===== config.mk =====
export PLATFORM = sky130hd
export DESIGN_NAME = regfile_sb_flat
export DESIGN_NICKNAME = d
export VERILOG_FILES = /design/src/rtl/regfile_sb_if.sv /design/src/rtl/regfile_sb.sv /design/src/flat_wrapper.sv
export SDC_FILE = /design/constraint.sdc
export NUM_CORES = 2
export LEC_CHECK = 0
export CAP_MARGIN = 20
export CELL_PAD_IN_SITES_DETAIL_PLACEMENT = 0
export CELL_PAD_IN_SITES_GLOBAL_PLACEMENT = 2
export CORE_MARGIN = 5
export CORE_UTILIZATION = 41
export CTS_CLUSTER_SIZE = 10
export DETAILED_ROUTE_END_ITERATION = 7
export PLACE_DENSITY = 0.83
export SLEW_MARGIN = 20
export SYNTH_ARGS = -nofsm -noshare
export SYNTH_HDL_FRONTEND = slang
export SYNTH_SLANG_ARGS = --single-unit

===== constraint.sdc =====
create_clock -name clk -period 3.2 [get_ports clk]
set_clock_uncertainty 0.15 [all_clocks]
set_input_delay 0.8 -clock clk [delete_from_list [all_inputs] [get_ports clk]]
set_output_delay 0.8 -clock clk [all_outputs]
set_load 0.02 [all_outputs]

===== src/rtl/regfile_sb_if.sv =====
// Bus bundle for the scoreboarded register file: write/writeback, reserve and read ports.
// The core side drives it through the master modport; the register file sits on the slave.
interface regfile_sb_if #(
  parameter int XLEN  = 32,
  parameter int DEPTH = 32,
  parameter int AW    = $clog2(DEPTH),
  parameter int NRD   = 2
);
  logic                we3;
  logic [AW-1:0]       wa3;
  logic [XLEN-1:0]     wd3;
  logic                rsv_en;
  logic [AW-1:0]       rsv_addr;
  logic [NRD*AW-1:0]   ra;
  logic [NRD*XLEN-1:0] rd;
  logic [NRD-1:0]      busy;
  logic [DEPTH-1:0]    pend_vec;

  modport master (
    output we3, wa3, wd3, rsv_en, rsv_addr, ra,
    input  rd, busy, pend_vec
  );

  modport slave (
    input  we3, wa3, wd3, rsv_en, rsv_addr, ra,
    output rd, busy, pend_vec
  );
endinterface


===== src/rtl/regfile_sb.sv =====
// Multi-read-port integer register file with a per-register pending-write scoreboard.
// Issue reserves a destination, writeback writes and releases it; reads return data plus busy.
module regfile_sb #(
  parameter int XLEN     = 32,
  parameter int DEPTH    = 32,
  parameter int AW       = $clog2(DEPTH),
  parameter int NRD      = 2,
  parameter bit ZERO_REG = 1'b1,
  parameter bit BYPASS   = 1'b1
) (
  input  logic        clk,
  input  logic        rst_n,
  regfile_sb_if.slave bus
);

  logic [XLEN-1:0]  regs_q [DEPTH];
  logic [XLEN-1:0]  regs_d [DEPTH];
  logic [DEPTH-1:0] pend_q;
  logic [DEPTH-1:0] pend_d;
  logic             wr_ok;
  logic             rsv_ok;

  // An address is usable only if it names an existing, writable register.
  // Decoding against each index keeps every compare AW bits wide for any DEPTH.
  function automatic logic addr_ok(input logic [AW-1:0] a);
    logic ok;
    ok = 1'b0;
    for (int i = 0; i < DEPTH; i++) begin
      if (a == AW'(i) && !(ZERO_REG && i == 0)) ok = 1'b1;
    end
    return ok;
  endfunction

  assign wr_ok  = bus.we3 && addr_ok(bus.wa3);
  assign rsv_ok = bus.rsv_en && addr_ok(bus.rsv_addr);

  // NOTE: every combinational output starts from a default, so no path leaves it
  // unassigned and no latch is inferred.
  always_comb begin
    regs_d = regs_q;
    pend_d = pend_q;
    for (int i = 0; i < DEPTH; i++) begin
      if (wr_ok && bus.wa3 == AW'(i)) begin
        regs_d[i] = bus.wd3;
        pend_d[i] = 1'b0;
      end
    end
    // Applied after the release so a same-register reserve wins: the new producer
    // supersedes the one retiring.
    for (int i = 0; i < DEPTH; i++) begin
      if (rsv_ok && bus.rsv_addr == AW'(i)) pend_d[i] = 1'b1;
    end
  end

  // NOTE: the data array is reset as well, because reset must clear every
  // register asynchronously; state uses non-blocking assignments only.
  always_ff @(posedge clk or negedge rst_n) begin
    if (!rst_n) begin
      for (int i = 0; i < DEPTH; i++) regs_q[i] <= '0;
      pend_q <= '0;
    end else begin
      regs_q <= regs_d;
      pend_q <= pend_d;
    end
  end

  assign bus.pend_vec = pend_q;

  // Reads are combinational; rst_n gating keeps a bypassed write off the ports in reset.
  always_comb begin
    logic [AW-1:0] a;
    bus.rd   = '0;
    bus.busy = '0;
    for (int p = 0; p < NRD; p++) begin
      a = bus.ra[p*AW +: AW];
      if (rst_n && addr_ok(a)) begin
        bus.rd[p*XLEN +: XLEN] = regs_q[a];
        bus.busy[p]            = pend_q[a];
        if (BYPASS && wr_ok && bus.wa3 == a) begin
          bus.rd[p*XLEN +: XLEN] = bus.wd3;
          bus.busy[p]            = 1'b0;
        end
      end
    end
  end

endmodule

===== src/flat_wrapper.sv =====
// flat-port wrapper written by rule: the top's interface ports become plain ports
module regfile_sb_flat 
#(
  parameter int XLEN     = 32,
  parameter int DEPTH    = 32,
  parameter int AW       = $clog2(DEPTH),
  parameter int NRD      = 2,
  parameter bit ZERO_REG = 1'b1,
  parameter bit BYPASS   = 1'b1
)
  (clk, rst_n, bus_we3, bus_wa3, bus_wd3, bus_rsv_en, bus_rsv_addr, bus_ra, bus_rd, bus_busy, bus_pend_vec);
  regfile_sb_if #(.XLEN(XLEN), .DEPTH(DEPTH), .AW(AW), .NRD(NRD)) bus_i ();
  input  logic clk;
  input  logic rst_n;
  input wire logic [$bits(bus_i.we3)-1:0] bus_we3;
  input wire logic [$bits(bus_i.wa3)-1:0] bus_wa3;
  input wire logic [$bits(bus_i.wd3)-1:0] bus_wd3;
  input wire logic [$bits(bus_i.rsv_en)-1:0] bus_rsv_en;
  input wire logic [$bits(bus_i.rsv_addr)-1:0] bus_rsv_addr;
  input wire logic [$bits(bus_i.ra)-1:0] bus_ra;
  output wire logic [$bits(bus_i.rd)-1:0] bus_rd;
  output wire logic [$bits(bus_i.busy)-1:0] bus_busy;
  output wire logic [$bits(bus_i.pend_vec)-1:0] bus_pend_vec;
  assign bus_i.we3 = bus_we3;
  assign bus_i.wa3 = bus_wa3;
  assign bus_i.wd3 = bus_wd3;
  assign bus_i.rsv_en = bus_rsv_en;
  assign bus_i.rsv_addr = bus_rsv_addr;
  assign bus_i.ra = bus_ra;
  assign bus_rd = bus_i.rd;
  assign bus_busy = bus_i.busy;
  assign bus_pend_vec = bus_i.pend_vec;
  regfile_sb #(.XLEN(XLEN), .DEPTH(DEPTH), .AW(AW), .NRD(NRD), .ZERO_REG(ZERO_REG), .BYPASS(BYPASS)) u_core (.clk(clk), .rst_n(rst_n), .bus(bus_i));
endmodule

---- After elaboration in Yosys (flattened, before gate mapping) ----
Index checks and enable logic that the tools add are counted.
storage, ports and cells
  register bits after elaboration ......... 1056
  input bits .............................. 56
  bits in latches ......................... 0
  ROM bits ................................ 0
  RAM bits ................................ 0
  memories kept ........................... 0
  word-level logic and storage cells ...... 506
cells by class
  div/mod/pow operators ................... 0
  multiplexer cells ....................... 206
  shifts and indexed selects .............. 0
  reductions and logical operators ........ 104
  add/subtract/negate cells ............... 0
  $lt $le $gt $ge ......................... 4
  bitwise operators ....................... 2
  equality and inequality tests ........... 126
  multiply operators ...................... 0
operators with widths
  kind                                                count
  binary-select mux 32 bit (select 5 bit)             2
  == test 5 bit, second input constant                64
  two-way mux 32 bit                                  8
  two-way mux 1 bit                                   194
  == test 5 x 4 -> 1 bit, second input constant       32
  == test 5 x 3 -> 1 bit, second input constant       16
  logical AND 1 bit                                   70
  nonzero test 2 bit                                  32
  == test 5 x 2 -> 1 bit, second input constant       8
  == test 5 x 1 -> 1 bit, second input constant       4
  >= comparator 6 bit, second input constant          2
  < comparator 5 x 6 -> 1 bit, second input constant  2
  NOT 5 -> 6 bit                                      2
  binary-select mux 1 bit (select 5 bit)              2
  == test 5 bit                                       2
  zero test 5 bit                                     2

---- Logic depth before layout (Yosys ltp) ----
  word-level depth ........................ 36
  gate-level depth with buffers ........... 10
  mapped depth without buffers ............ 6

---- Worst setup path after synthesis ----
Ideal clock, no wire load.
  kind .................................... input to output
  start point ............................. input port bus_ra[5]
  end point ............................... output port bus_busy[1]
  arrival ................................. 2.610 ns
  stages .................................. 8
  buffers on the path ..................... 4
  path slack .............................. -0.360 ns
  cells stage by stage .................... buf_4 > buf_6 > buf_6 > buf_6 > mux4_2 > nor2_1 > a211oi_1 > nor3_1
on the way
  longest elaborated chain between the ends .. 34
  elaborated cells on any way between the ends .. 69
  those cells by class .................... eq/ne: 32; mux: 35; reduce/logical: 2
RTL lines
  item                             RTL line            source
  from (decl)                      flat_wrapper.sv:20  input wire logic [$bits(bus_i.ra)-1:0] bus_ra;
  == test 5 x 1 -> 1 bit           regfile_sb.sv:29    if (a == AW'(i) && !(ZERO_REG && i == 0)) ok = 1'b1;
  two-way mux 1 bit (31 in a row)  regfile_sb.sv:29
  logical AND 1 bit                regfile_sb.sv:76    if (rst_n && addr_ok(a)) begin
  two-way mux 1 bit *              regfile_sb.sv:76
  to (decl)                        flat_wrapper.sv:22  output wire logic [$bits(bus_i.busy)-1:0] bus_busy;
Every way passes the cells marked *; elsewhere a longest branch is shown, timed or not. The select of a mux whose other input is x is not followed.

---- Worst setup path in the final report ----
  start point ............................. input port bus_ra[5]
  end point ............................... output port bus_rd[51]
on the way
  longest elaborated chain between the ends .. 34
  elaborated cells on any way between the ends .. 71
  those cells by class .................... eq/ne: 32; mux: 36; bitwise: 1; reduce/logical: 2
RTL lines
  item                             RTL line            source
  == test 5 x 1 -> 1 bit           regfile_sb.sv:29
  two-way mux 1 bit (31 in a row)  regfile_sb.sv:29
  logical AND 1 bit                regfile_sb.sv:76
  two-way mux 32 bit *             regfile_sb.sv:76
  to (decl)                        flat_wrapper.sv:21  output wire logic [$bits(bus_i.rd)-1:0] bus_rd;
Marks and branches as above.

==> flow_summary.toml <==
[grt]
top_usage_layer = "met2"
antenna_found_initial = 3
grt_max_degree = 164
grt_pass1_wl_um = 323000
grtUsageMet2 = 0.4571
groute.layer.met3.usage = 0.08010
grt.total_usage = 0.3006
grt_use_met1 = 0.4034
grt_pass1_vias = 44170
overflow = 0

[worst_setup_path]
cp-startpoint = "bus_ra[5]"
reg2reg_depth = 2
path_common_cell = "buf_6"
path_class = "in -> out"
slowest_stage = "or4_4"
cp-start-kind = "input port"
crit_path_end = "bus_rd[51]"
r2r_slack_ps = 2150
cp.required_ps = 2250
r2r-end = "u_core.regs_q[858]"
r2r_start = "u_core.regs_q[858]"
crit_chain = "buf_16, buf_16, buf_6, nand3b_1, buf_4, buf_8, buf_6, o22ai_2, or4_4, a31oi_4, buf_6"
crit_arrival_ps = 2840
worstSetupEndpointType = "output pin"
cpPeakStageDelay_ps = 540
worstPathMaxFanout = 8

[power]
switchingPower_mw = 12.11
p_leak_nw = 33.12
power.clock.fraction = 0.296
p_seq_frac = 0.439
swShare = 0.2972
comb_power_share = 0.265
cellPowerDensity_nw_per_um2 = 537.9
vdd_drop_max_mv = 0.5061
p_int_mw = 28.63

[clock_network]
clockRootBuffer = "clkbuf_16"
h-tree-depth = 3
cts_buffers = 117
cts_hold_repair.buffers = 0
clkTransAtPathRegs_ps = 60
worstSkewPairLatency_ps = 730
cts_tree = "yes"
cts_sinks = 1056
cts_buffer_depth = 3

[logic_synthesis]
avgSynthCellArea_um2 = 13.84
synth_simple_gate_area_share = 0.02459
ys_async_sr_fraction = 1.000
syn-instance-count = 4144
synth_edf_count = 0
synth_top_family_by_area = "multiplexers"
muxShareOfSynthArea = 0.4012
ys_ff_latch = 1056
synth_compound_area_frac = 0.06933
synth_nets = 4200
synthAdderAreaFrac = 0
synth_ff_type = "dfrtp_1"
synth_area_um2 = 57340
ys_seq_area_frac = 0.4609
synth_xor_area_frac = 0.001527
yosys_warnings = 0
ys_types = 59

[sta]
setup_ws_ps = -586.3
setup_viol = 66
drv_slew = 0
finalHoldViolCount = 0
rsz0062_at_grt = "true"
min_period_ps = 3786
slew_headroom = 0.3699
period_share = 1.183
worst_pin_slew_ps = 945.1
max_freq_mhz = 264.1

[layout]
register_area_um2 = 26430
final_cell_mix = "dfrtp_1, mux2_2, buf_4"
fin_cells = 6727
final_common_cell = "dfrtp_1"
fin_util = 0.5442
postLayoutCellArea_um2 = 75740
areaGrowthSynthToFinish_pct = 32.09
layout.nets = 4882
nFillCells = 11410
multiInputGateArea_um2 = 31330
drive_above_1_share = 0.5880

[floorplanning]
die_y_um = 384.0
design.core.area_um2 = 139200
initial_core_util = 0.4120
fp.dieW_um = 384.0
io_pins = 154
rows = 137
dieArea_um2 = 147400

[route]
drc = 0
viasPerCell = 6.454
vias = 43410
wl_per_cell_um = 33.87
drtIter0Drc = 4712
antenna_left = 0
drt_first_pass_iters = 5
wirelength_um = 227900

[placement]
gp_congestion = 0.9033
io_buffers = 153
placed_cell_area_um2 = 66870
post-dp-hpwl_um = 144800
place_inst = 6330

[job]
max_cap_violations = 0

[outcome]
outcome = "finished, violations left"
failed_checks = "setup timing"

[worst_hold_path]
hold_class = "in -> async"
Yosys cell counts (7+ instances only):
master | instances | area (um^2)
o22ai_1 | 76 | 475.5
o221a_2 | 14 | 157.7
inv_1 | 16 | 60.06
mux2_4 | 29 | 435.4
a22oi_1 | 62 | 465.5
o211ai_1 | 30 | 225.2
a211o_1 | 13 | 113.9
nand2_1 | 88 | 330.3
nand4_1 | 8 | 50.05
nor2b_1 | 33 | 206.5
a211oi_1 | 8 | 60.06
mux2_2 | 1013 | 11410
a221oi_1 | 51 | 446.7
a2111oi_0 | 14 | 122.6
o21a_1 | 7 | 52.55
buf_4 | 49 | 367.9
o21ai_0 | 96 | 480.5
o221ai_1 | 27 | 236.5
nor2_1 | 82 | 307.8
buf_1 | 15 | 56.30
o2111ai_1 | 28 | 245.2
clkbuf_1 | 222 | 833.3
or4_1 | 16 | 120.1
buf_6 | 25 | 281.5
mux4_2 | 337 | 7590
a21oi_1 | 60 | 300.3
buf_2 | 167 | 835.8
dfrtp_1 | 1056 | 26430
mux2i_1 | 357 | 3573
a31oi_1 | 27 | 168.9
nand3_1 | 12 | 60.06
a22o_1 | 25 | 219.0
nand2b_1 | 10 | 62.56
power by group through the flow:
stage / Clock [mW] / Sequential, mW / Combinational [mW]
final: 12.1 / 17.9 / 10.8
after global routing: 12.7 / 18.1 / 11.4
after CTS: 12.2 / 17.8 / 10.3
after detailed placement: 0 / 18.0 / 9.55
after global placement: 0 / 17.8 / 9.41
after floorplan: 0 / 17.5 / 6.36
timing repair:
action | in CTS | in global routing
resized for setup | 735 | 260
setup buffers | 147 | 102
pin swaps | 120 | 136
endpoints found under the setup margin | 66 | 66
gates cloned | 22 | 8
critical path, delay by kind of cell:
family | cells | cell delay [ps]
buffers and inverters | 7 | 980
AO/OA/AOI/OAI | 2 | 310
AND/OR/NAND/NOR | 2 | 700
worst min-delay path by stage:
stage,from,cells after the start,endpoint
after floorplan,u_core.regs_q[1000],1,u_core.regs_q[1000]
after global placement,u_core.regs_q[995],0,u_core.regs_q[995]
after detailed placement,u_core.regs_q[1003],0,u_core.regs_q[1003]
after CTS,rst_n,2,u_core.regs_q[731]
after global routing,rst_n,2,u_core.regs_q[731]
final,rst_n,2,u_core.regs_q[731]
final cells by class:
cell class / count / share of cell area
multi-input combinational: 2595 / 0.4137
sequential: 1056 / 0.3489
timing repair buffer: 1040 / 0.1643
clock buffer: 137 / 0.04061
tap: 1876 / 0.03099
inverter: 16 / 0.0007929
clock inverter: 5 / 0.0007269
antenna: 2 / 0.00006608
registers in the layout (all words and copies together) (netlist names):
register	count
u_core.regs_q	1024
u_core.bus.pend_vec	32
per-layer routing:
| layer | share of wire | vias to the layer above |
|---|---|---|
| met5 | 0 | - |
| met4 | 0.053 | 0 |
| met3 | 0.097 | 599 |
| met2 | 0.45 | 2367 |
| met1 | 0.40 | 23230 |
| li1 | - | 17220 |
cell families (layout without fill, tap and decap cells):
family | count (synthesis) | after routing
simple gates | 287 | 288
flops | 1056 | 1056
buf+inv | 494 | 1198
xor+xnor | 10 | 10
mux | 1736 | 1736
compound gates | 561 | 561
other cells | 0 | 2
per-stage QoR:
step	setup TNS, ps	hold slack, ps	setup WS, ps	power (mW)
floorplan	-1431	291.3	-83.37	23.83
global placement	-74360	226.5	-1296	27.21
detailed placement	-71100	232.0	-1253	27.52
CTS	-27870	65.56	-559.7	40.23
global route	-30370	119.1	-592.2	42.18
finish	-28540	92.00	-586.3	40.74
Note: power is estimated with default switching activity, not from simulation.
